`src/rtl/spi_ram_burst_slave.sv`:
```
// spi_ram_burst_slave: SPI slave with built-in RAM, burst read/write with address wrap and frame-error reporting.
// Ports:
//   clk       - serial clock; MOSI and SS_n are sampled on its rising edge
//   rst_n     - asynchronous active-low reset
//   MOSI      - serial data in, MSB first
//   SS_n      - active-low slave select; one low period is one frame
//   MISO      - registered serial data out, low outside read bursts
//   frame_err - one-cycle error pulse (bad address, aborted frame, parity error)
// Frame: 2 command bits (00 wr addr, 01 wr data, 10 rd addr, 11 rd data) then payload.
// Build option: define SPI_RAM_PARITY_EN to add an even-parity bit after every data word.
module spi_ram_burst_slave #(
    parameter int DATA_W = 8,
    parameter int ADDR_W = 8,
    parameter int DEPTH  = 256
) (
    input  logic clk,
    input  logic rst_n,
    input  logic MOSI,
    input  logic SS_n,
    output logic MISO,
    output logic frame_err
);
`ifdef SPI_RAM_PARITY_EN
    localparam int PAR = 1;
`else
    localparam int PAR = 0;
`endif
    localparam int WL  = DATA_W + PAR;
    localparam int PW  = $clog2(DEPTH);
    localparam int SW0 = (ADDR_W > DATA_W) ? ADDR_W : DATA_W;
    localparam int SW  = (SW0 > 2) ? SW0 : 2;
    localparam int MX  = (ADDR_W > WL) ? ADDR_W : WL;
    localparam int CW  = $clog2(MX + 1);
    localparam int AW1 = ADDR_W + 1;
    localparam logic [PW-1:0]  LAST  = PW'(DEPTH - 1);
    localparam logic [AW1-1:0] LIMIT = AW1'(DEPTH);
    localparam logic [CW-1:0]  A_END = CW'(ADDR_W - 1);
    localparam logic [CW-1:0]  W_END = CW'(WL - 1);
    // Payload states carry the command in their low bits so decode is a concatenation.
    localparam logic [2:0] IDLE    = 3'd0;
    localparam logic [2:0] CMD     = 3'd1;
    localparam logic [2:0] DONE    = 3'd2;
    localparam logic [2:0] WR_ADDR = 3'd4;
    localparam logic [2:0] WR_DATA = 3'd5;
    localparam logic [2:0] RD_ADDR = 3'd6;
    localparam logic [2:0] RD_DATA = 3'd7;

    logic [2:0]        state;
    logic [CW-1:0]     cnt;
    logic [SW-1:0]     sr;
    logic [WL-1:0]     tx;
    logic [PW-1:0]     wr_ptr, rd_ptr;
    logic [DATA_W-1:0] mem [DEPTH];

    logic [SW-1:0]     sr_nx;
    logic [ADDR_W-1:0] addr;
    logic              addr_bad;
    logic [PW-1:0]     addr_ptr, wr_inc, rd_inc;
    logic [DATA_W-1:0] rd_data, word_in;
    logic [WL-1:0]     tx_load;
    logic              par_ok, we;

    assign sr_nx    = SW'({sr, MOSI});
    assign addr     = ADDR_W'(sr_nx);
    assign addr_bad = {1'b0, addr} >= LIMIT;
    assign addr_ptr = addr_bad ? '0 : addr[PW-1:0];
    assign wr_inc   = (wr_ptr == LAST) ? '0 : wr_ptr + 1'b1;
    assign rd_inc   = (rd_ptr == LAST) ? '0 : rd_ptr + 1'b1;
    assign rd_data  = mem[rd_ptr];
`ifdef SPI_RAM_PARITY_EN
    // At the parity edge the completed word is already in sr and MOSI carries parity.
    assign word_in  = DATA_W'(sr);
    assign par_ok   = ~^{word_in, MOSI};
    assign tx_load  = {rd_data, ^rd_data};
`else
    assign word_in  = DATA_W'(sr_nx);
    assign par_ok   = 1'b1;
    assign tx_load  = rd_data;
`endif
    assign we = !SS_n && state == WR_DATA && cnt == W_END && par_ok;

    always_ff @(posedge clk)
        if (we) mem[wr_ptr] <= word_in;

    always_ff @(posedge clk or negedge rst_n) begin
        if (!rst_n) begin
            state     <= IDLE;
            cnt       <= '0;
            sr        <= '0;
            tx        <= '0;
            wr_ptr    <= '0;
            rd_ptr    <= '0;
            MISO      <= 1'b0;
            frame_err <= 1'b0;
        end else begin
            sr        <= sr_nx;
            frame_err <= 1'b0;
            if (SS_n) begin
                // Abort: partial items are dropped; only incomplete command/address/write words are errors.
                state     <= IDLE;
                cnt       <= '0;
                MISO      <= 1'b0;
                frame_err <= state == CMD ||
                             ((state == WR_ADDR || state == RD_ADDR || state == WR_DATA) && cnt != '0);
            end else begin
                case (state)
                    IDLE: state <= CMD;
                    CMD: begin
                        state <= {1'b1, sr_nx[1:0]};
                        cnt   <= '0;
                        if (sr_nx[1:0] == 2'b11) begin
                            tx     <= tx_load;
                            rd_ptr <= rd_inc;
                        end
                    end
                    WR_ADDR, RD_ADDR: begin
                        cnt <= (cnt == A_END) ? '0 : cnt + 1'b1;
                        if (cnt == A_END) begin
                            state     <= DONE;
                            frame_err <= addr_bad;
                            if (state == WR_ADDR) wr_ptr <= addr_ptr;
                            else rd_ptr <= addr_ptr;
                        end
                    end
                    WR_DATA: begin
                        cnt <= (cnt == W_END) ? '0 : cnt + 1'b1;
                        if (cnt == W_END) begin
                            frame_err <= ~par_ok;
                            if (par_ok) wr_ptr <= wr_inc;
                        end
                    end
                    RD_DATA: begin
                        MISO <= tx[WL-1];
                        cnt  <= (cnt == W_END) ? '0 : cnt + 1'b1;
                        if (cnt == W_END) begin
                            tx     <= tx_load;
                            rd_ptr <= rd_inc;
                        end else begin
                            tx <= tx << 1;
                        end
                    end
                    default: MISO <= 1'b0;
                endcase
            end
        end
    end
endmodule

```
`config.mk`:
```
export PLATFORM = sky130hd
export DESIGN_NAME = spi_ram_burst_slave
export DESIGN_NICKNAME = d
export VERILOG_FILES = /design/src/rtl/spi_ram_burst_slave.sv
export SDC_FILE = /design/constraint.sdc
export NUM_CORES = 2
export LEC_CHECK = 0
export ABC_AREA = 1
export ABC_CLOCK_PERIOD_IN_PS = 7650
export BUFFER_PORTS_ARGS = -buffer_cell sky130_fd_sc_hd__buf_2
export CAP_MARGIN = 20
export CELL_PAD_IN_SITES_DETAIL_PLACEMENT = 0
export CELL_PAD_IN_SITES_GLOBAL_PLACEMENT = 1
export CORE_MARGIN = 2
export CORE_UTILIZATION = 30
export DETAILED_ROUTE_END_ITERATION = 10
export PLACE_DENSITY_LB_ADDON = 0.1
export SLEW_MARGIN = 25
export SYNTH_ARGS = -nofsm -noshare
export SYNTH_HDL_FRONTEND = slang
export SYNTH_SLANG_ARGS = --single-unit
```
`constraint.sdc`:
```
create_clock -name clk -period 7.65 [get_ports clk]
set_clock_uncertainty 0.2 [all_clocks]
set_input_delay 0.3825 -clock clk [delete_from_list [all_inputs] [get_ports clk]]
set_output_delay 0.3825 -clock clk [all_outputs]
set_load 0.05 [all_outputs]
```
==> metrics.txt <==
synthesis-to-layout area growth=13.0%; CTS Buffer Depth=4; Clock Pin Slew Worst Setup and Hold Paths=0.06 ns; Most used DFF post-synth=edfxtp_1; core outline area=282,000 um^2; CP top delay family=simple AND/OR/NAND/NOR gates; Pwr Total=0.0345 W; layout cells sized above 1=6.40%; status=complete, no violations; Post-Syn Area per Cell=11.5 um^2; Synth warnings=0; Max Cap Viol=0; IO Pins=6; port bufs=5; Comb pwr share=31.3%; Async S/R FF share, synth=1.92%; Hold Violations, Final=0; routed vias/inst=4.86; first-pass GRT wire length=411,000 um; RSZ-0062 raised after global routing=no; Switching Fraction=38.1%; WHS=0.249 ns; initial core utilization=30.2%; fin crit period=4.77 ns; total number of vias=54,500; Yosys cell types=33; H-tree depth=4; cts bufs inserted=240; wire per inst=25.8 um; Routed WL=289,000 um; Worst Path Max Fanout=95; Net Sw Power=0.0131 W; Nets=7,288; leakage power=33.6 nW; Tcrit/Tclk final=62.3%; Seq/Total Area, Yosys=73.4%; clock share of power=31.4%; All-Layer GR Usage=19.8%; FMAX=210 MHz; gpl congestion=0.778; DRT Pass-1 Iters=5; EDFF count, synth=2,048; Worst Path Required=8.28 ns; CP cell instances=buf_12, inv_8, buf_12, nand3_1, nand3_1, nand3_1, nand3_1, nand3_1, nand3_1, nand3_1, nand2_1, nand2_1, nand2_1, nand2_1; max-slew violations=0; Core Rows=195; Die X=537 um; 1st-iter DRT viols=4,697; Buf/Inv on CP=3; worst slew pin tran=1.11 ns; synthesized cell area=85,200 um^2; vias in the first global route=53,100; drt drc=0; largest net degree at the start of global routing=168; Seq pwr share=37.3%; Root Buffer=clkbuf_16; CTS tree=yes; die height=537 um; pwr/cell area=359 nW/um^2; DP HPWL=162,000 um; Worst Path Arrival=5.39 ns; fillers=27,900; Yosys reg bits=2,088; # setup viols final=0; total area of sequential cells=62,500 um^2; syn nets=7,398; clock sink total=2,088; clock latency on the worst-skew pair=0.91 ns; critical path class=register to register; Worst VDD drop=249 uV; Setup TNS Final=0 ns; CP max stage cell=dfrtp_4; Multi-input gate area=20,400 um^2; initial antenna violation count=10; GRT Residual Overflow=0; min-delay worst type=primary input to register; worst rel slew slack=25.8%; Post-DRT Antenna Nets=0; placed insts=10,800; CP endpoint kind=register; Worst setup SP type=register; Int Power=0.0214 W; die area=288,000 um^2; max incr delay on CP=0.89 ns; fin cells=11,200; synthesized instance count=7,387; most used cell, CP=nand3_1
synthesized netlist by cell type, types with 8 or more instances:
cell / number / area, um^2
a21boi_0: 19 / 143
a21oi_1: 265 / 1330
a31oi_1: 10 / 62.6
buf_1: 60 / 225
buf_2: 226 / 1130
buf_6: 16 / 180
clkbuf_1: 156 / 586
dfrtp_1: 40 / 1000
edfxtp_1: 2048 / 61500
inv_1: 43 / 161
inv_2: 8 / 30.0
nand2_1: 2797 / 10500
nand2_2: 16 / 100
nand3_1: 1239 / 6200
nor2_1: 325 / 1220
nor3_1: 9 / 45.0
o211ai_1: 22 / 165
o21ai_0: 47 / 235
o22ai_1: 10 / 62.6
state kept, by name, indices dropped and copies added (netlist names):
name and cells:
cnt 4, sr 7, tx 8, rd_ptr 8, wr_ptr 8, frame_err 1, MISO 1, state 3
mem 2048
power groups by stage:
stage                     clock network (W)  logic, W  registers, W
final                                0.0108    0.0108        0.0129
after detailed placement                  0    0.0110        0.0131
after floorplan                           0   0.00656        0.0130
after global routing                 0.0115    0.0119        0.0129
after CTS                            0.0111    0.0111        0.0129
after global placement                    0    0.0111        0.0131
final timing paths:
path                                       startpoint  slack, ns                     to  cells past startpoint
worst max register to register  rd_ptr[1]$_DFFE_PN0P_       2.88      tx[3]$_DFFE_PN0P_                     14
worst min-delay path                             SS_n       0.25       MISO$_DFFE_PN0P_                      3
max in group asynchronous                       rst_n       6.22  rd_ptr[1]$_DFFE_PN0P_                      4
worst min register to register      tx[4]$_DFFE_PN0P_       0.29      tx[4]$_DFFE_PN0P_                      2
worst max-delay path            rd_ptr[1]$_DFFE_PN0P_       2.88      tx[3]$_DFFE_PN0P_                     14
min in group asynchronous                       rst_n       0.42        sr[2]$_DFF_PN0_                      4
routing by layer:
| metal | up-vias | wire, um | global-route usage [%] |
|---|---|---|---|
| met5 | - | 10 | 0 |
| met4 | 2 | 7920 | 5.75 |
| met3 | 386 | 13200 | 2.80 |
| met2 | 1135 | 132000 | 31.1 |
| met1 | 27500 | 136000 | 28.4 |
| li1 | 25500 | - | - |
layout make-up:
cell class,count,area share [%]
tap,3743,4.86
inverter,54,0.248
antenna,3,0.00780
sequential,2088,65.0
multi-input combinational,4784,21.2
clock inverter,121,0.846
timing repair buffer,109,1.23
clock buffer,308,6.63
timing repair:
item | 4_1_cts | 5_1_grt
hold buffers | 4 | 0
buffers inserted | 0 | 0
resized for setup | 0 | 0
setup endpoints to repair | 0 | 0
hold endpoints to repair | 87 | 0
worst min-delay path: cells and delay by family:
kind,cells,cell delay (ns)
AOI/OAI and AO/OA,1,0.07
buffers and inverters,2,0.85
logic make-up (layout without fill, tap and decap cells):
group           count (synthesis)  count (layout)  synth area share (%)
compound gates                378             378                  2.39
xor+xnor                        3               3                0.0309
fa+ha+maj                       7               7                 0.103
buf+inv                       515             592                  2.76
flops                        2088            2088                  73.4
other cells                     0               3                     0
simple gates                 4396            4396                  21.4
per-stage QoR:
step | area (um^2) | utilization, % | worst slack (ns)
2_1_floorplan | 85200 | - | 2.86
3_3_place_gp | 89000 | 31.5 | 3.15
3_5_place_dp | 89000 | 31.5 | 3.21
4_1_cts | 96300 | 34.1 | 3.19
5_1_grt | 96300 | 34.1 | 2.95
6_report | 96300 | 34.1 | 2.88
placed cells by master, fill, tap and decap left out, drive strengths merged, types with 4 or more instances in the layout:
cell and n:
nor2 328, dlygate4sd3 4, clkbuf 308, buf 105
a21boi 19, nand3 1239, o211ai 22, dfrtp 40
a21oi 265, edfxtp 2048, nand2 2814, bufinv 10
o22ai 10, ha 7, clkinv 108, inv 53
nor3 13, clkinvlp 4, o21ai 47, a31oi 10
Note: power is estimated with default switching activity, not from simulation.
